[src/rtl/ex_lead_count.sv]
// Iterative CLZ/CLO unit for the EX stage: scans STEP bits per cycle from the MSB,
// stops at the first one bit, and holds the count until the pipeline drops start_i.
module ex_lead_count #(
   parameter int STEP = 4
) (
   input  logic        clk,
   input  logic        rst,
   input  logic        start_i,
   input  logic        op_i,
   input  logic [31:0] data_i,
   input  logic        annul_i,
   output logic [31:0] result_o,
   output logic        ready_o,
   output logic        stallreq_o,
   output logic [1:0]  dbg_state_o
);

   typedef enum logic [1:0] {S_IDLE = 2'd0, S_SCAN = 2'd1, S_DONE = 2'd2} state_t;

   state_t      r_state;
   state_t      w_next;
   logic [31:0] r_sh;
   logic [5:0]  r_cnt;
   logic [5:0]  r_result;
   logic [STEP-1:0] w_win;
   logic [5:0]  w_lz;
   logic [5:0]  w_cnt_step;
   logic        w_scan_end;
   logic        w_found;

   assign w_win      = r_sh[31 -: STEP];
   assign w_cnt_step = r_cnt + 6'(STEP);

   // Leading zeros of the current window; an all-zero window counts as STEP.
   always_comb begin
      w_lz    = 6'(STEP);
      w_found = 1'b0;
      for (int i = STEP - 1; i >= 0; i--) begin
         if (!w_found && w_win[i]) begin
            w_lz    = 6'(STEP - 1 - i);
            w_found = 1'b1;
         end
      end
   end

   assign w_scan_end = w_found || (w_cnt_step >= 6'd32);

   // State register
   always_ff @(posedge clk or negedge rst) begin
      if (!rst) r_state <= S_IDLE;
      else      r_state <= w_next;
   end

   // Next-state logic; annul_i wins over start_i and scan completion
   always_comb begin
      w_next = r_state;
      case (r_state)
         S_IDLE: if (start_i && !annul_i) w_next = S_SCAN;
         S_SCAN: begin
            if (annul_i)         w_next = S_IDLE;
            else if (w_scan_end) w_next = S_DONE;
         end
         S_DONE: if (annul_i || !start_i) w_next = S_IDLE;
         default: w_next = S_IDLE;
      endcase
   end

   // Output logic
   always_comb begin
      stallreq_o = 1'b0;
      case (r_state)
         S_IDLE:  stallreq_o = start_i & ~annul_i;
         S_SCAN:  stallreq_o = 1'b1;
         default: stallreq_o = 1'b0;
      endcase
   end

   assign ready_o     = (r_state == S_DONE);
   assign result_o    = {26'b0, r_result};
   assign dbg_state_o = r_state;

   // Datapath: CLO runs as CLZ on the inverted operand
   always_ff @(posedge clk or negedge rst) begin
      if (!rst) begin
         r_sh     <= '0;
         r_cnt    <= '0;
         r_result <= '0;
      end else if (annul_i) begin
         r_cnt    <= '0;
         r_result <= '0;
      end else begin
         case (r_state)
            S_IDLE: begin
               if (start_i) begin
                  r_sh  <= op_i ? ~data_i : data_i;
                  r_cnt <= '0;
               end
            end
            S_SCAN: begin
               if (w_scan_end) begin
                  r_result <= r_cnt + w_lz;
               end else begin
                  r_cnt <= w_cnt_step;
                  r_sh  <= r_sh << STEP;
               end
            end
            S_DONE: if (!start_i) r_result <= '0;
            default: ;
         endcase
      end
   end

endmodule

[config.mk]
export PLATFORM = sky130hd
export DESIGN_NAME = ex_lead_count
export DESIGN_NICKNAME = d
export VERILOG_FILES = /design/src/rtl/ex_lead_count.sv
export SDC_FILE = /design/constraint.sdc
export NUM_CORES = 1
export LEC_CHECK = 0
export CAP_MARGIN = 30
export CORE_MARGIN = 1
export CORE_UTILIZATION = 53
export DETAILED_ROUTE_END_ITERATION = 10
export PLACE_DENSITY = 0.95
export SYNTH_ARGS = -nofsm -noshare
export SYNTH_HDL_FRONTEND = slang
export SYNTH_SLANG_ARGS = --single-unit
[constraint.sdc]
create_clock -name clk -period 4.8 [get_ports clk]
set_input_delay 0.72 -clock clk [delete_from_list [all_inputs] [get_ports clk]]
set_output_delay 0.72 -clock clk [all_outputs]
set_load 0.02 [all_outputs]
==> flow_summary.toml, run 1 <==
[power]
ir_drop_mv = 0.192
powerDensity_nw_per_um2 = 371
p_leak_uw = 0.00139

[global_routing]
grt_max_degree = 67
antenna_found_initial = 0
grt_pass1_vias = 2043
grt.total_usage_pct = 21.6
grt_first_pass_wirelength_um = 9070
grt_overflow_total = 0

[placement]
port_buffers = 46
place_hpwl_um = 3740
placed_cells = 405
pre_cts_ws_ns = 1.79
gp_congestion = 0.892

[clock_tree]
cts_hold_buf = 0
ctsResizeCount = 0
h-tree-depth = 2
cts_buffers = 5
cts.path.max_buffers = 2
root_buffer = "clkbuf_8"
cts_setup_buffers = 0
cts_tree = "built"
worstSkewPairLatency_ns = 0.31
cts.sinks = 44
path_clk_slew_ns = 0.09

[timing]
period_share_pct = 63.0
rsz0062_at_grt = "false"
min_period_ns = 3.02
max_slew_margin_pct = 32.7
finalHoldViolations = 0
max_freq_mhz = 331
worstMarginPinSlew_ns = 1.01
final_max_slew_viol_count = 0
setup_slack_ns = 1.78
fin_skew_ns = 0.00674
finalSetupTns_ns = 0
setup_viol = 0

[final_layout]
final_cell_mix = "nand2_1 (60), dfrtp_1 (44), clkdlybuf4s50_1 (44)"
diodes = 0
areaGrowthSynthToFinish_pct = 13.1
nFillCells = 418
layout_commonest_cell = "nand2_1"
drive_gt1_share_pct = 7.29
fin_nets = 384
final_cells = 413

[floorplanning]
core_um2 = 5110
dieArea_um2 = 5610
start_util_pct = 55.1
rows = 26
dieWidth_um = 74.9
die-height_um = 74.9
io_pins = 73

[yosys]
synth_edf_count = 0
synth_mux_area_share_pct = 0
synthSimpleGateAreaFrac_pct = 13.5
postSynthRegisterBits = 44
synth_area_per_cell_um2 = 8.94
syn_area_um2 = 2820
synth_adder_area_share_pct = 1.78
synthCells = 315
ys.flop_type = "dfrtp_1"
synth_top_family_by_area = "compound AO/OA/AOI/OAI gates"
synth.distinct_cells = 40
synth-xor-area-share_pct = 11.2
synthArstFlopShare_pct = 100
synth-compound-area-share_pct = 20.2
ys_seq_area_share_pct = 39.1
ys_warn_count = 0

[job]
max_cap_violations = 0

[status]
status = "completed"

[min_path]
holdCritPathClass = "primary input to async pin"

[worst_setup_path]
r2r-start = "dbg_state_o[1]"
path_class = "primary input to primary output"
rrSetupSlack_ns = 2.33
rr_worst_depth = 3
cp_max_fo = 9
r2r_end = "r_sh[19]"
arrival_ns = 2.30
cp.required_ns = 4.08
start_kind = "primary input"
worstSetupEndpointType = "primary output"

[route]
postRouteAntennaNets = 0
drt_iter0_markers = 170
wl_per_cell_um = 13.4
vias = 2248
firstDrtPassIters = 4
via_per_inst = 5.44
routed_wl_um = 5540
drc = 0
per-layer routing:
metal  wire length (um)  up-vias  GRT usage [%]
met3                290       11           5.09
met5                  0        -              0
met1               2350     1064           25.3
met4                 80        0           8.60
li1                   -     1074              -
met2               2820       99           38.2
logic make-up after synthesis:
kind of cell / count (synthesis)
XOR/XNOR: 36
adder cells (fa/ha/maj): 4
AND/OR/NAND/NOR: 84
AO/OA/AOI/OAI: 87
flip-flops: 44
other: 1
buffers and inverters: 59
where the power goes:
part	total, uW	internal [uW]	switching (uW)
Combinational	397	172	225
Clock	230	98.7	132
Sequential	554	483	71.8
worst max-delay path by stage:
stage,from,to,slack (ns),cells after the start
after floorplan,start_i,r_sh[0],2.66,6
after global placement,annul_i,stallreq_o,1.83,5
after detailed placement,start_i,r_sh[3],1.79,5
after CTS,annul_i,stallreq_o,1.80,5
after global routing,annul_i,stallreq_o,1.68,5
final,annul_i,stallreq_o,1.78,5
worst max-delay path: stages:
cell and delay (ns):
clkdlybuf4s50_1 0.69, inv_1 0.12, a21oi_1 0.15, nor2_1 0.06, clkdlybuf4s50_1 0.56
cell type report:
cell class	instances	area [um2]	area share (%)
well taps	70	87.6	2.75
inverters	7	26.3	0.825
repair buffers	47	470	14.8
clock buffers	5	68.8	2.16
multi-input cells	238	1420	44.5
clock inverters	2	12.5	0.393
flip-flops and latches	44	1100	34.6
cells in the mapped netlist (all sizes together), types with 4 or more instances:
master	count	area (um2)
a21oi	8	40.0
a31o	4	35.0
buf	41	300
clkbuf	10	57.6
dfrtp	44	1100
ha	4	50.1
inv	7	26.3
nand2	60	225
nor2	4	15.0
o211ai	5	37.5
o21ai	34	174
o22ai	24	163
o2bb2ai	4	35.0
xnor2	35	307
flip-flops by register name, indices dropped and copies added (netlist names):
| name | count |
|---|---|
| dbg_state_o | 2 |
| r_cnt | 4 |
| r_result | 6 |
| r_sh | 32 |
metrics by stage:
stage | hold WS, ns | util (%) | cell area, um2 | total power (uW)
floorplan | 0.424 | - | 2910 | 860
global placement | 0.469 | 60.4 | 3080 | 924
detailed placement | 0.478 | 60.4 | 3080 | 951
CTS | 0.498 | 62.0 | 3160 | 1170
global route | 0.386 | 62.3 | 3180 | 1260
finish | 0.367 | 62.3 | 3180 | 1180
Power figures use the tool's default switching activity.
==> run 2: changes to the inputs <==
CORE_UTILIZATION = 49   (was 53)
PLACE_DENSITY = 0.89   (was 0.95)
clock period = 2.9 ns   (was 4.8 ns; I/O delays follow)
==> run 2 against run 1 <==
Highest routed layer unchanged. Clock power rose by 75%. Total power grew 67%. Final cell count up 1.7%. Count of clock-buffer cells in the layout grew 2. Cell area is 1.4% higher. Combinational power is 65% higher.
==> flow_summary.toml, run 2 (same netlist as run 1, synthesis figures left out) <==
[global_routing]
grt_first_pass_wirelength_um = 9110
grt_pass1_vias = 2013
grt_max_degree = 45
antenna_found_initial = 0
grt_overflow_total = 0
grt.total_usage_pct = 18.9

[floorplanning]
dieWidth_um = 77.8
start_util_pct = 51.1
die-height_um = 77.8
io_pins = 73
core_um2 = 5510
rows = 27
dieArea_um2 = 6060

[clock_tree]
path_clk_slew_ns = 0.08
cts_tree = "built"
root_buffer = "clkbuf_8"
cts_hold_buf = 0
cts.path.max_buffers = 2
cts.sinks = 44
h-tree-depth = 2
worstSkewPairLatency_ns = 0.30
ctsResizeCount = 0
cts_setup_buffers = 0
cts_buffers = 5

[worst_setup_path]
cp.required_ns = 3.11
r2r_end = "r_result[5]"
r2r-start = "r_sh[28]"
rrSetupSlack_ns = 0.77
cp_max_fo = 33
arrival_ns = 2.50
worstSetupEndpointType = "register"
startpoint = "start_i"
path_class = "primary input to register"
start_kind = "primary input"
rr_worst_depth = 7
endpoint = "r_sh[29]"

[timing]
final_max_slew_viol_count = 0
rsz0062_at_grt = "false"
finalHoldViolations = 0
period_share_pct = 79.1
setup_viol = 0
worstMarginPinSlew_ns = 0.818
max_slew_margin_pct = 45.5
fin_skew_ns = 0.00299
max_freq_mhz = 436
min_period_ns = 2.29
setup_slack_ns = 0.607
finalSetupTns_ns = 0

[final_layout]
final_cell_mix = "nand2_1 (60), dfrtp_1 (44), clkdlybuf4s50_1 (44)"
areaGrowthSynthToFinish_pct = 14.7
largest_register_ffs = 32
layout_commonest_cell = "nand2_1"
multiInputGateArea_um2 = 1420
diodes = 0
fin_nets = 388
fin_area_um2 = 3230
final_core_util_pct = 58.6
regMostFlops = "r_sh"
nFillCells = 477
register_area_um2 = 1100
final_cells = 420
reg.largest.list = "r_sh: 32 flops, r_result: 6 flops, r_cnt: 4 flops"
drive_gt1_share_pct = 8.33

[placement]
port_buffers = 46
placed_cells = 411
pre_cts_ws_ns = 0.318
place_hpwl_um = 3650
dpl-instance-area_um2 = 3120
gp_congestion = 0.863

[status]
status = "completed"

[power]
ir_drop_mv = 0.319
p_leak_uw = 0.00141
powerDensity_nw_per_um2 = 612

[route]
drt_iter0_markers = 169
postRouteAntennaNets = 0
via_per_inst = 5.27
vias = 2213
wl_per_cell_um = 12.5
drc = 0
firstDrtPassIters = 4
routed_wl_um = 5260

[min_path]
holdCritPathClass = "primary input to async pin"

[job]
max_cap_violations = 0
-- run 2: cell count changes in the layout (fill, tap and decap cells not counted) --
cell / previous run / this run
buf_4: 0 / 4
clkbuf_8: 5 / 6
clkbuf_1: 0 / 1
clkinv_2: 1 / 0
-- run 2: per-layer routing --
layer | wire length, um | global-route usage (%)
met5 | 0 | 0
met4 | 64 | 7.36
met3 | 285 | 4.35
met2 | 2620 | 31.1
met1 | 2290 | 24.1
-- run 2: worst max-delay path, stage by stage --
cell and delay, ns:
clkdlybuf4s50_1 0.54, or3b_2 0.52, or2b_2 0.47, o31a_4 0.29
o21ai_0 0.24
-- run 2: per-stage QoR --
| step | hold slack [ns] | power, uW |
|---|---|---|
| after floorplan | 0.139 | 1420 |
| after global placement | 0.473 | 1540 |
| after detailed placement | 0.477 | 1580 |
| after CTS | 0.309 | 1980 |
| after global routing | 0.107 | 2110 |
| final | 0.0999 | 1980 |
-- run 2: how the worst min path moves through the flow --
stage | slack (ns) | end | from | cells after the start
floorplan | 0.14 | dbg_state_o[0] | rst | 0
global placement | 0.47 | r_sh[3] | r_sh[3] | 1
detailed placement | 0.48 | r_sh[0] | r_sh[0] | 1
CTS | 0.31 | r_sh[13] | rst | 1
global route | 0.11 | r_sh[13] | rst | 2
finish | 0.1 | r_sh[13] | rst | 2
-- run 2: report_power, final --
group	internal, uW	switching [uW]
logic	289	367
registers	799	119
clock network	194	208
total	1280	695
-- run 2: area by class of cell --
| type | instances | share of cell area, % |
|---|---|---|
| clock buffers | 7 | 2.67 |
| multi-input cells | 238 | 43.9 |
| inverters | 7 | 0.814 |
| repair buffers | 51 | 15.5 |
| clock inverters | 1 | 0.232 |
| well taps | 72 | 2.79 |
| flip-flops and latches | 44 | 34.1 |
